$ cat src/rtl/board_cell_scan_mux_pkg.sv
// Shared constants and FSM state type for the board-cell scan mux.
// Defaults describe the 3x3 game board: nine 16-bit cells.
package board_cell_scan_mux_pkg;

    localparam int N_CELLS = 9;
    localparam int CELL_W  = 16;

    typedef enum logic [1:0] {
        IDLE,
        DIRECT,
        SCAN
    } state_t;

endpackage

$ cat src/rtl/board_cell_scan_mux_if.sv
// Request/response bundle between the board register file and its consumers.
// master drives requests and the consumer ready; slave is the selector.
interface board_cell_scan_mux_if
    import board_cell_scan_mux_pkg::*;
#(
    parameter int N_CH = N_CELLS,
    parameter int W    = CELL_W
);
    localparam int SEL_W = $clog2(N_CH);

    logic [N_CH*W-1:0] in_bus;
    logic              mode;
    logic [SEL_W-1:0]  sel;
    logic              sel_valid;
    logic              sel_ready;
    logic [W-1:0]      out_data;
    logic [SEL_W-1:0]  out_idx;
    logic              out_last;
    logic              out_valid;
    logic              out_ready;
    logic              sel_err;

    modport master (
        output in_bus, mode, sel, sel_valid, out_ready,
        input  sel_ready, out_data, out_idx, out_last,
        input  out_valid, sel_err
    );

    modport slave (
        input  in_bus, mode, sel, sel_valid, out_ready,
        output sel_ready, out_data, out_idx, out_last,
        output out_valid, sel_err
    );

endinterface

$ cat src/rtl/board_cell_scan_mux_sel.sv
// Combinational cell picker: one word out of the packed board bus,
// plus a range flag so out-of-board indices never alias a real cell.
module cell_slice_sel
    import board_cell_scan_mux_pkg::*;
#(
    parameter int N_CH  = N_CELLS,
    parameter int W     = CELL_W,
    parameter int SEL_W = $clog2(N_CH)
) (
    input  logic [N_CH*W-1:0] in_bus,
    input  logic [SEL_W-1:0]  idx,
    output logic [W-1:0]      word,
    output logic              in_range
);

    always_comb begin
        word = '0;
        for (int k = 0; k < N_CH; k++) begin
            if (idx == SEL_W'(k)) begin
                word = in_bus[k*W +: W];
            end
        end
    end

    // Widened compare so e.g. 9 with N_CH=9 is never truncated into range.
    assign in_range = int'({1'b0, idx}) < N_CH;

endmodule

$ cat src/rtl/board_cell_scan_mux.sv
// Registered N-channel board-cell selector: direct request/response
// lookups or a continuous 0..N_CH-1 scan with a frame-last flag.
module board_cell_scan_mux
    import board_cell_scan_mux_pkg::*;
#(
    parameter int N_CH = N_CELLS,
    parameter int W    = CELL_W
) (
    input logic                   clk,
    input logic                   rst,
    board_cell_scan_mux_if.slave  bus
);

    localparam int SEL_W = $clog2(N_CH);
    localparam logic [SEL_W-1:0] LAST = SEL_W'(N_CH - 1);

    state_t           state;
    logic [SEL_W-1:0] ctr;
    logic [W-1:0]     data_q;
    logic [SEL_W-1:0] idx_q;
    logic             last_q;
    logic             valid_q;
    logic             err_q;

    logic             free;
    logic             accept;
    logic [SEL_W-1:0] idx;
    logic [W-1:0]     word;
    logic             in_range;

    // Output slot can take a new beat when empty or being drained now.
    assign free   = !valid_q || bus.out_ready;
    assign accept = bus.sel_valid && bus.sel_ready;
    assign idx    = (state == SCAN) ? ctr : bus.sel;

    assign bus.sel_ready = (state == DIRECT) && free && !bus.mode;

    cell_slice_sel #(
        .N_CH  (N_CH),
        .W     (W),
        .SEL_W (SEL_W)
    ) u_sel (
        .in_bus   (bus.in_bus),
        .idx      (idx),
        .word     (word),
        .in_range (in_range)
    );

    always_ff @(posedge clk or posedge rst) begin
        if (rst) begin
            state   <= IDLE;
            ctr     <= '0;
            data_q  <= '0;
            idx_q   <= '0;
            last_q  <= 1'b0;
            valid_q <= 1'b0;
            err_q   <= 1'b0;
        end else begin
            err_q <= 1'b0;
            unique case (state)
                IDLE: begin
                    ctr   <= '0;
                    state <= bus.mode ? SCAN : DIRECT;
                end
                DIRECT: begin
                    if (free && bus.mode) begin
                        state   <= SCAN;
                        ctr     <= '0;
                        valid_q <= 1'b0;
                    end else if (accept && in_range) begin
                        data_q  <= word;
                        idx_q   <= bus.sel;
                        last_q  <= 1'b0;
                        valid_q <= 1'b1;
                    end else if (accept) begin
                        err_q   <= 1'b1;
                        valid_q <= 1'b0;
                    end else if (valid_q && bus.out_ready) begin
                        valid_q <= 1'b0;
                    end
                end
                SCAN: begin
                    if (free && !bus.mode) begin
                        state   <= DIRECT;
                        valid_q <= 1'b0;
                    end else if (free) begin
                        data_q  <= word;
                        idx_q   <= ctr;
                        last_q  <= (ctr == LAST);
                        valid_q <= 1'b1;
                        ctr     <= (ctr == LAST) ? '0 : ctr + 1'b1;
                    end
                end
                default: state <= IDLE;
            endcase
        end
    end

    assign bus.out_data  = data_q;
    assign bus.out_idx   = idx_q;
    assign bus.out_last  = last_q;
    assign bus.out_valid = valid_q;
    assign bus.sel_err   = err_q;

endmodule

$ cat src/flat_wrapper.sv
// flat-port wrapper written by rule: the top's interface ports become plain ports
module board_cell_scan_mux_flat import board_cell_scan_mux_pkg::*;
#(
    parameter int N_CH = N_CELLS,
    parameter int W    = CELL_W
)
  (clk, rst, bus_in_bus, bus_mode, bus_sel, bus_sel_valid, bus_out_ready, bus_sel_ready, bus_out_data, bus_out_idx, bus_out_last, bus_out_valid, bus_sel_err);
  board_cell_scan_mux_if #(.N_CH(N_CH), .W(W)) bus_i ();
  input logic clk;
  input logic rst;
  input wire logic [$bits(bus_i.in_bus)-1:0] bus_in_bus;
  input wire logic [$bits(bus_i.mode)-1:0] bus_mode;
  input wire logic [$bits(bus_i.sel)-1:0] bus_sel;
  input wire logic [$bits(bus_i.sel_valid)-1:0] bus_sel_valid;
  input wire logic [$bits(bus_i.out_ready)-1:0] bus_out_ready;
  output wire logic [$bits(bus_i.sel_ready)-1:0] bus_sel_ready;
  output wire logic [$bits(bus_i.out_data)-1:0] bus_out_data;
  output wire logic [$bits(bus_i.out_idx)-1:0] bus_out_idx;
  output wire logic [$bits(bus_i.out_last)-1:0] bus_out_last;
  output wire logic [$bits(bus_i.out_valid)-1:0] bus_out_valid;
  output wire logic [$bits(bus_i.sel_err)-1:0] bus_sel_err;
  assign bus_i.in_bus = bus_in_bus;
  assign bus_i.mode = bus_mode;
  assign bus_i.sel = bus_sel;
  assign bus_i.sel_valid = bus_sel_valid;
  assign bus_i.out_ready = bus_out_ready;
  assign bus_sel_ready = bus_i.sel_ready;
  assign bus_out_data = bus_i.out_data;
  assign bus_out_idx = bus_i.out_idx;
  assign bus_out_last = bus_i.out_last;
  assign bus_out_valid = bus_i.out_valid;
  assign bus_sel_err = bus_i.sel_err;
  board_cell_scan_mux #(.N_CH(N_CH), .W(W)) u_core (.clk(clk), .rst(rst), .bus(bus_i));
endmodule
$ cat config.mk
export PLATFORM = sky130hd
export DESIGN_NAME = board_cell_scan_mux_flat
export DESIGN_NICKNAME = d
export VERILOG_FILES = /design/src/rtl/board_cell_scan_mux_pkg.sv /design/src/rtl/board_cell_scan_mux_if.sv /design/src/rtl/board_cell_scan_mux_sel.sv /design/src/rtl/board_cell_scan_mux.sv /design/src/flat_wrapper.sv
export SDC_FILE = /design/constraint.sdc
export NUM_CORES = 1
export LEC_CHECK = 0
export ABC_AREA = 1
export ABC_CLOCK_PERIOD_IN_PS = 2800
export CORE_MARGIN = 2
export CORE_UTILIZATION = 34
export DETAILED_ROUTE_END_ITERATION = 10
export PLACE_DENSITY = 0.8
export SLEW_MARGIN = 20
export SYNTH_ARGS = -nofsm -noshare
export SYNTH_HDL_FRONTEND = slang
export SYNTH_HIERARCHICAL = 1
export SYNTH_SLANG_ARGS = --single-unit
$ cat constraint.sdc
create_clock -name clk -period 2.8 [get_ports clk]
set_clock_uncertainty 0.2 [all_clocks]
set_input_delay 0.28 -clock clk [delete_from_list [all_inputs] [get_ports clk]]
set_output_delay 0.28 -clock clk [all_outputs]
set_load 0.01 [all_outputs]
* Word-level counts from Yosys, hierarchy flattened
Index checks and enable logic that the tools add are counted.
** Cells by class
- Add/sub/neg operators :: 1
- Shift operators :: 0
- Mux-type cells :: 45
- $lt $le $gt $ge :: 1
- Bitwise logic cells :: 0
- Equal/unequal tests :: 19
- Reductions and logical operators :: 18
- Multiply operators :: 0
- Div/mod/pow operators :: 0
** Operators by type and width (count)
- 16-bit 2-to-1 mux :: 13
- 4-bit 2-to-1 mux :: 9
- 16-bit one-hot mux with 2 select lines :: 1
- 4-bit by 3-bit equality test with 1-bit output (second input constant) :: 4
- 1-bit 2-to-1 mux :: 14
- 4-bit one-hot mux with 3 select lines :: 1
- 2-bit != test (second input constant) :: 5
- 4-bit by 2-bit equality test with 1-bit output (second input constant) :: 2
- 4-bit equality test (second input constant) :: 2
- 4-bit one-hot mux with 2 select lines :: 1
- 1-bit logical AND :: 7
- 2-bit 2-to-1 mux :: 3
- 2-bit one-hot mux with 3 select lines :: 1
- 5-bit by 4-bit != test with 1-bit output (second input constant) :: 1
- 5-bit AND reduction :: 1
- 4-bit by 1-bit adder with 4-bit output (second input constant) :: 1
- 4-bit by 1-bit equality test with 1-bit output (second input constant) :: 1
- 4-bit logical NOT :: 1
- 4-bit less-than comparator (second input constant) :: 1
- 1-bit one-hot mux with 2 select lines :: 2
- 4-bit AND reduction :: 1
- 3-bit by 2-bit != test with 1-bit output (second input constant) :: 1
- 3-bit AND reduction :: 1
- 3-bit nonzero test :: 1
- 8 further kinds :: 9
** Storage, ports and cells
- Logic and storage cells :: 91
- ROM bits :: 0
- Output and inout bits :: 24
- Input port bits :: 153
- Memories kept :: 0
- Memory bits (writable) :: 0
- Register bits :: 29
- Bits in latches :: 0

* Longest topological paths before layout
Gate-level depths: netlist of the first run.
- Depth after elaboration :: 15
- Depth in mapped cells :: 18
- Depth with buffers taken out :: 15

* Cells and area by module
The synthesis of the first run kept the hierarchy.
** Modules (own cells, without submodules)
- board_cell_scan_mux :: times used 1, area each 1517.7 um^2, cells each 175, sequential area each 725.7 um^2
- cell_slice_sel :: times used 1, area each 1372.6 um^2, cells each 283, sequential area each 0.0 um^2

* Worst setup path after synthesis of the first run
OpenSTA, ideal clock, no wires.
- Kind :: flip-flop to flip-flop
- Start point :: register u_core.state[0]
- End point :: register u_core.data_q[11] (netlist: u_core/bus.out_data[11])
- Slack :: 2 ps
- Path buffers :: 2
- Clock period less this slack :: 2798 ps
- Library setup time :: 117 ps
- Arrival time :: 2481 ps
- Cell stages (with the launch flop) :: 16
- Required time :: 2483 ps
- Cell sequence :: dfrtp_1 > inv_1 > ha_1 > inv_2 > buf_2 > nor2_1 > nor2_1 > nand2_4 > nor2_8 > inv_4 > buf_6 > or2_0 > nand2_1 > nand2_1 > nand3_1 > nand2_1
** Between the ends
- Cells in the longest elaborated chain, start to end :: 15
- Elaborated cells between the ends (all ways) :: 37
- Classes of those cells :: order compare: 1; eq/ne: 14; mux: 15; reduce/logical: 7
** RTL lines
- start, declared :: line board_cell_scan_mux.sv:17 : state_t state;
- start signal, assigned :: line board_cell_scan_mux.sv:63 : state <= bus.mode ? SCAN : DIRECT;
- 2-bit equality test * :: line board_cell_scan_mux.sv:34 : assign idx = (state == SCAN) ? ctr : bus.sel;
- 4-bit 2-to-1 mux * :: line board_cell_scan_mux.sv:34
- via u_core.idx[0] :: line board_cell_scan_mux.sv:27 : logic [SEL_W-1:0] idx;
- 4-bit logical NOT :: line board_cell_scan_mux_sel.sv:19 : if (idx == SEL_W'(k)) begin
- 16-bit 2-to-1 mux (8 in series) :: line board_cell_scan_mux_sel.sv:19
- 16-bit 2-to-1 mux * :: line board_cell_scan_mux_sel.sv:19
- via u_core.word[11] :: line board_cell_scan_mux.sv:28 : logic [W-1:0] word;
- 16-bit 2-to-1 mux, on equally long branches :: line board_cell_scan_mux.sv:86, board_cell_scan_mux.sv:70
- 16-bit 2-to-1 mux, on equally long branches :: line board_cell_scan_mux.sv:83, board_cell_scan_mux.sv:66
- 16-bit one-hot mux with 2 select lines * :: line board_cell_scan_mux.sv:60 : unique case (state)
- end signal, assigned :: line board_cell_scan_mux.sv:71 : data_q <= word;
- end signal, assigned :: line board_cell_scan_mux.sv:87 : data_q <= word;
- end, declared :: line board_cell_scan_mux.sv:19 : logic [W-1:0] data_q;
Mark *: on every way through the listed nets, which the timed path passes. The rest lies on a longest branch. The select of a mux whose other input is x is not followed.
A chain may end at the register's enable or synchronous reset.

* Worst setup path after layout of the first run
- Start point :: register u_core.state[0]
- End point :: register u_core.data_q[6] (netlist: u_core/bus.out_data[6])
Same word-level chain as after synthesis.

==> flow_metrics.tcl, run 1 <==
set metrics [dict create \
    outcome "finished clean" \
    synthCells 458 \
    p_per_area_nw_per_um2 777 \
    grt_max_degree 50 \
    p_leak_nw 2.25 \
    setup_viol 0 \
    max-vdd-ir-drop_v 0.000439 \
    ys_seq_area_share_pct 25.1 \
    design_area_um2 4900 \
    clock-root-buffer "clkbuf_8" \
    ys_ff_latch 29 \
    cts.hold.buffers_added 0 \
    drt-total-wl_um 11700 \
    yosys-top-cells-count "141 x nand2_1, 92 x nand3_1, 43 x nor2_1" \
    worstPathArrival_ps 2610 \
    reg2reg_to "u_core/bus.out_data[6]" \
    worst-path-max-fanout 16 \
    end_kind "flip-flop" \
    core_area_um2 8220 \
    globalRouteOverflowTotal 0 \
    grt_pass1_vias 3657 \
    drv_cap 0 \
    synthFlopType "dfrtp_1" \
    row_count 33 \
    fillers 746 \
    grt_setup_unrepaired "false" \
    place_area_um2 4720 \
    crit_required_ps 2770 \
    synthMostInstantiatedCell "nand2_1" \
    nNetsFinal 791 \
    clkTransAtPathRegs_ps 70 \
    place_congestion 0.854 \
    synth_fp_nets 617 \
    via_per_inst 5.12 \
    wire_per_inst_um 15.9 \
    dp_hpwl_um 9210 \
    hp-class "in -> async" \
    ant_nets 0 \
    reg2reg_from "u_core/state[0]" \
    slew_violations 0 \
    diodes 0 \
    synth-edff-count 0 \
    fin_crit_sh_pct 94.1 \
    hold_viol_final 0 \
    die_x_um 96.2 \
    clock_sinks 29 \
    worstSetupPathType "reg -> reg" \
    cts_tree "yes" \
    setup_tns_ps 0 \
    via_count 3775 \
    r2r_cells 16 \
    insertion_delay_ps 280 \
    yosys_warnings 6 \
    slew-limit-headroom_pct 71.0 \
    grt_first_pass_wirelength_um 17500 \
    syn_avg_cell_area_um2 6.31 \
    synthTopCellsByArea "dfrtp_1 25%, nand2_1 18%, nand3_1 16%, nor2_1 5.6%, inv_1 4.2%" \
    grt.total_usage_pct 24.7 \
    initial_utilization_pct 35.2 \
    ys_async_sr_fraction_pct 100 \
    drive_gt1_share_pct 8.53 \
    ys_types 31 \
    cp-start-kind "flip-flop" \
    clock.fmax_mhz 380 \
    firstDrtPassIters 5 \
    die_h_um 96.2 \
    synth_area_um2 2890 \
    antenna_found_initial 0 \
    tightest_slew_ps 434 \
    drc 0 \
    io_buffers 176 \
    drtIter0Drc 188 \
    cts_inserted_buffers 5 \
    reg2reg_slack_ps 170 \
    min_period_ps 2630 \
    area_growth_syn_to_layout_pct 69.4 \
    clockBufferDepth 2 \
    yosys.area.top_type "dfrtp_1" \
    die_area_um2 9250 \
    io_pins 177 \
    h-tree-depth 2 \
    post-synth-top-area-fraction_pct 25.1 \
    finish.utilization_pct 59.6 \
    startpoint "u_core/state[0]" \
]
[worst max path at each step]
stage	to	slack [ps]	depth (start not counted)
floorplan	u_core/bus.out_data[11]	2	15
global placement	u_core/bus.out_data[15]	130	13
detailed placement	u_core/bus.out_data[4]	80	13
CTS	u_core/bus.out_data[4]	60	13
global route	u_core/bus.out_data[12]	30	16
finish	u_core/bus.out_data[6]	170	16
[stage by stage]
stage               total power [mW]  instances  setup slack (ps)  hold slack [ps]
detailed placement              3.20        728              81.2              264
finish                          3.80        738               166              179
global route                    4.13        738              26.8              207
global placement                3.14        728               132              259
CTS                             3.73        736              64.1              187
floorplan                       2.39        458              2.32              158
[critical path: stages (launching register included)]
cell	delay [ps]
dfrtp_2	440
inv_1	90
ha_1	210
buf_4	170
nor2_1	60
nor2_2	140
buf_4	190
nor2_4	60
buf_4	200
nand3_1	90
nand3_1	100
nor2_1	150
nand4_1	120
nand2_1	100
nand2_1	60
nand3_1	80
nand2_1	50
[cell families after synthesis]
logic type / count (synthesis) / share of synthesized area (%)
adder cells (fa/ha/maj): 6 / 2.60
AO/OA/AOI/OAI: 33 / 7.01
XOR/XNOR: 1 / 0.303
AND/OR/NAND/NOR: 326 / 53.7
buffers and inverters: 63 / 11.3
flip-flops: 29 / 25.1
[power breakdown]
group	internal (mW)	switching (mW)	leakage, nW	total [mW]
clock network	0.353	0.167	0.0681	0.520
registers	0.583	0.108	0.376	0.691
logic	1.08	1.51	1.81	2.59
total	2.01	1.79	2.25	3.80
[layer usage]
metal	GRT usage, %	vias to the layer above	wire length (um)
met2	44.3	188	5630
met1	29.2	1718	4660
met4	8.10	0	338
li1	-	1842	-
met5	0	-	0
met3	4.70	27	1100
[state kept, by name, summed over array words and instances, names as in the netlist]
| signal | flops |
|---|---|
| u_core/state | 2 |
| u_core/bus.out_data | 16 |
| u_core/bus.out_idx | 4 |
| u_core/bus.out_last | 1 |
| u_core/ctr | 4 |
| u_core/bus.out_valid | 1 |
| u_core/bus.sel_err | 1 |
[cell type report]
| cell class | count | area [um^2] | share of cell area (%) |
|---|---|---|---|
| Timing Repair Buffer | 190 | 1890 | 38.6 |
| Multi-Input combinational cell | 366 | 1860 | 37.9 |
| Sequential cell | 29 | 727 | 14.8 |
| Inverter | 40 | 155 | 3.17 |
| Tap cell | 105 | 131 | 2.68 |
| Clock buffer | 5 | 68.8 | 1.41 |
| Clock inverter | 3 | 65.1 | 1.33 |
[cells in the final DEF (no fill, tap or decap), types with 5 or more instances in the layout]
cell | Yosys | layout
a21oi_1 | 18 | 18
nand4_1 | 19 | 19
inv_1 | 32 | 32
nand3_1 | 92 | 92
buf_4 | 0 | 12
dfrtp_1 | 29 | 28
ha_1 | 6 | 6
o21ai_0 | 6 | 6
nand2_1 | 141 | 141
nand2_4 | 4 | 5
clkbuf_8 | 0 | 5
inv_2 | 7 | 6
clkdlybuf4s50_1 | 0 | 176
or2_0 | 14 | 14
nor2_1 | 43 | 42
[what timing repair did]
item | in CTS | in global routing
endpoints found under the setup margin | 0 | 21
resized for setup | 0 | 6
buffers inserted | 0 | 2
No activity file was read; power rests on OpenSTA's default activity.
==> run 2: changes to the inputs <==
MAX_ROUTING_LAYER = met4   (was not set)
SKIP_CTS_REPAIR_TIMING = 1   (was not set)
==> run 2 against run 1 <==
  * Via count grew 1.4%
  * Power up 1.3%
  * Cell count is 0.14% higher
  * Combinational power up 2%
  * Sequential cell count is the same
  * Hold slack worse by 6.3 ps
  * Wire length increased by 1.0%
  * Sequential power fell by 0.6%
==> flow_metrics.tcl, run 2 (synthesized netlist as in run 1, its figures left out) <==
set metrics [dict create \
    drc 0 \
    worstPathArrival_ps 2650 \
    crit_path_frequent_cell "nand2_1" \
    place_area_um2 4720 \
    finish.utilization_pct 59.9 \
    row_count 33 \
    core_area_um2 8220 \
    drtIter0Drc 199 \
    via_per_inst 5.18 \
    clkTransAtPathRegs_ps 70 \
    reg2reg_to "u_core/bus.out_idx[2]" \
    h-tree-depth 2 \
    drt-total-wl_um 11800 \
    slew-limit-headroom_pct 68.6 \
    slew_violations 0 \
    r2r_cells 14 \
    die_h_um 96.2 \
    pwr-share-comb_pct 68.8 \
    outcome "finished clean" \
    crit_required_ps 2810 \
    globalRouteOverflowTotal 0 \
    hold_viol_final 0 \
    drive_gt1_share_pct 8.52 \
    worstSetupPathType "reg -> reg" \
    clock_sinks 29 \
    firstDrtPassIters 6 \
    drv_cap 0 \
    area_growth_syn_to_layout_pct 70.2 \
    die_area_um2 9250 \
    clock-root-buffer "clkbuf_8" \
    io_buffers 176 \
    worstPathCellList "inv_1 > ha_4 > inv_2 > nor2_1 > nor2_1 > buf_4 > nor2_2 > nand2_1 > nand2_1 > inv_1 > o21bai_4 > buf_4 > nand3_1 > nand2_1" \
    p_leak_nw 2.25 \
    clock.fmax_mhz 379 \
    hold_ws_ps 173 \
    nNetsFinal 792 \
    reg2reg_slack_ps 160 \
    insertion_delay_ps 270 \
    max-vdd-ir-drop_v 0.000490 \
    power_switching_mw 1.81 \
    clockBufferDepth 2 \
    dp_hpwl_um 9300 \
    min_period_ps 2640 \
    seqPwrFrac_pct 17.8 \
    via_count 3826 \
    hp-class "in -> async" \
    setup_viol 0 \
    p_int_mw 2.04 \
    largest_reg_flops 16 \
    grt_first_pass_wirelength_um 17600 \
    place_congestion 0.934 \
    fin_crit_sh_pct 94.3 \
    antenna_found_initial 0 \
    design_area_um2 4920 \
    grt.total_usage_pct 25.3 \
    cts_inserted_buffers 5 \
    wire_per_inst_um 16.0 \
    diodes 0 \
    final_common_cell "clkdlybuf4s50_1" \
    grt_max_degree 50 \
    cp-start-kind "flip-flop" \
    grt_pass1_vias 3746 \
    initial_utilization_pct 35.2 \
    cts_tree "yes" \
    ant_nets 0 \
    end_kind "flip-flop" \
    swShare_pct 46.9 \
    die_x_um 96.2 \
    tightest_slew_ps 471 \
    reg2reg_from "u_core/state[0]" \
    final_cell_mix "176 x clkdlybuf4s50_1, 141 x nand2_1, 92 x nand3_1, 43 x nor2_1, 32 x inv_1" \
    slowest_stage "dfrtp_1" \
    clkPwrFrac_pct 13.4 \
    cpPeakStageDelay_ps 380 \
    io_pins 177 \
    p_per_area_nw_per_um2 783 \
    worst-path-max-fanout 12 \
]
==> run 2: cell types whose count changed in the layout (fill, tap and decap cells not counted) <==
| cell | change |
|---|---|
| dfrtp_1 | +1 |
| inv_2 | +1 |
| ha_1 | -1 |
| dfrtp_2 | -1 |
| ha_4 | +1 |
| nand2_4 | -2 |
| nor2_1 | +1 |
| nor2_2 | -1 |
| buf_6 | +1 |
| nand2_8 | +1 |
| nand2_2 | +1 |
| inv_4 | -1 |
==> run 2: area by class of cell <==
cell class,instances,area (um^2)
fill,745,3300
timing repair buffer,191,1900
multi-input combinational,366,1870
sequential,29,726
inverter,40,153
tap,105,131
clock buffer,5,68.8
clock inverter,3,65.1
==> run 2: power by group through the flow <==
stage	registers, mW	logic (mW)	clock network (mW)
3_3_place_gp	0.685	2.46	0
2_1_floorplan	0.735	1.65	0
6_report	0.687	2.65	0.515
4_1_cts	0.684	2.54	0.528
5_1_grt	0.702	2.95	0.548
3_5_place_dp	0.691	2.52	0
==> run 2: worst max path at each step <==
stage / startpoint / end
floorplan: u_core/state[0] / u_core/bus.out_data[11]
global placement: u_core/state[0] / u_core/bus.out_data[15]
detailed placement: u_core/state[0] / u_core/bus.out_data[1]
CTS: u_core/state[0] / u_core/bus.out_data[1]
global route: u_core/state[0] / u_core/bus.out_data[1]
finish: u_core/state[0] / u_core/bus.out_idx[2]
==> run 2: worst max-delay path: cells and delay by family (launching register included) <==
family / cells / cell delay (ps)
AO/OA/AOI/OAI: 1 / 260
adder cells (fa/ha/maj): 1 / 190
buffers and inverters: 5 / 710
flip-flops: 1 / 380
AND/OR/NAND/NOR: 7 / 820
==> run 2: metrics by stage <==
step | total power, mW | worst slack, ps | cells | TNS [ps]
finish | 3.85 | 160 | 739 | 0
global route | 4.20 | -20.3 | 739 | -48.2
global placement | 3.15 | 96.4 | 729 | 0
CTS | 3.75 | -54.6 | 737 | -752
detailed placement | 3.21 | -25.1 | 729 | -181
floorplan | 2.39 | 2.32 | 458 | 0
==> run 2: per-layer routing <==
metal	global-route usage (%)	routed length, um	vias up
met5	-	0	-
met3	5.25	1220	44
met4	11.3	452	0
met2	43.5	5680	213
li1	-	-	1845
met1	28.3	4500	1724
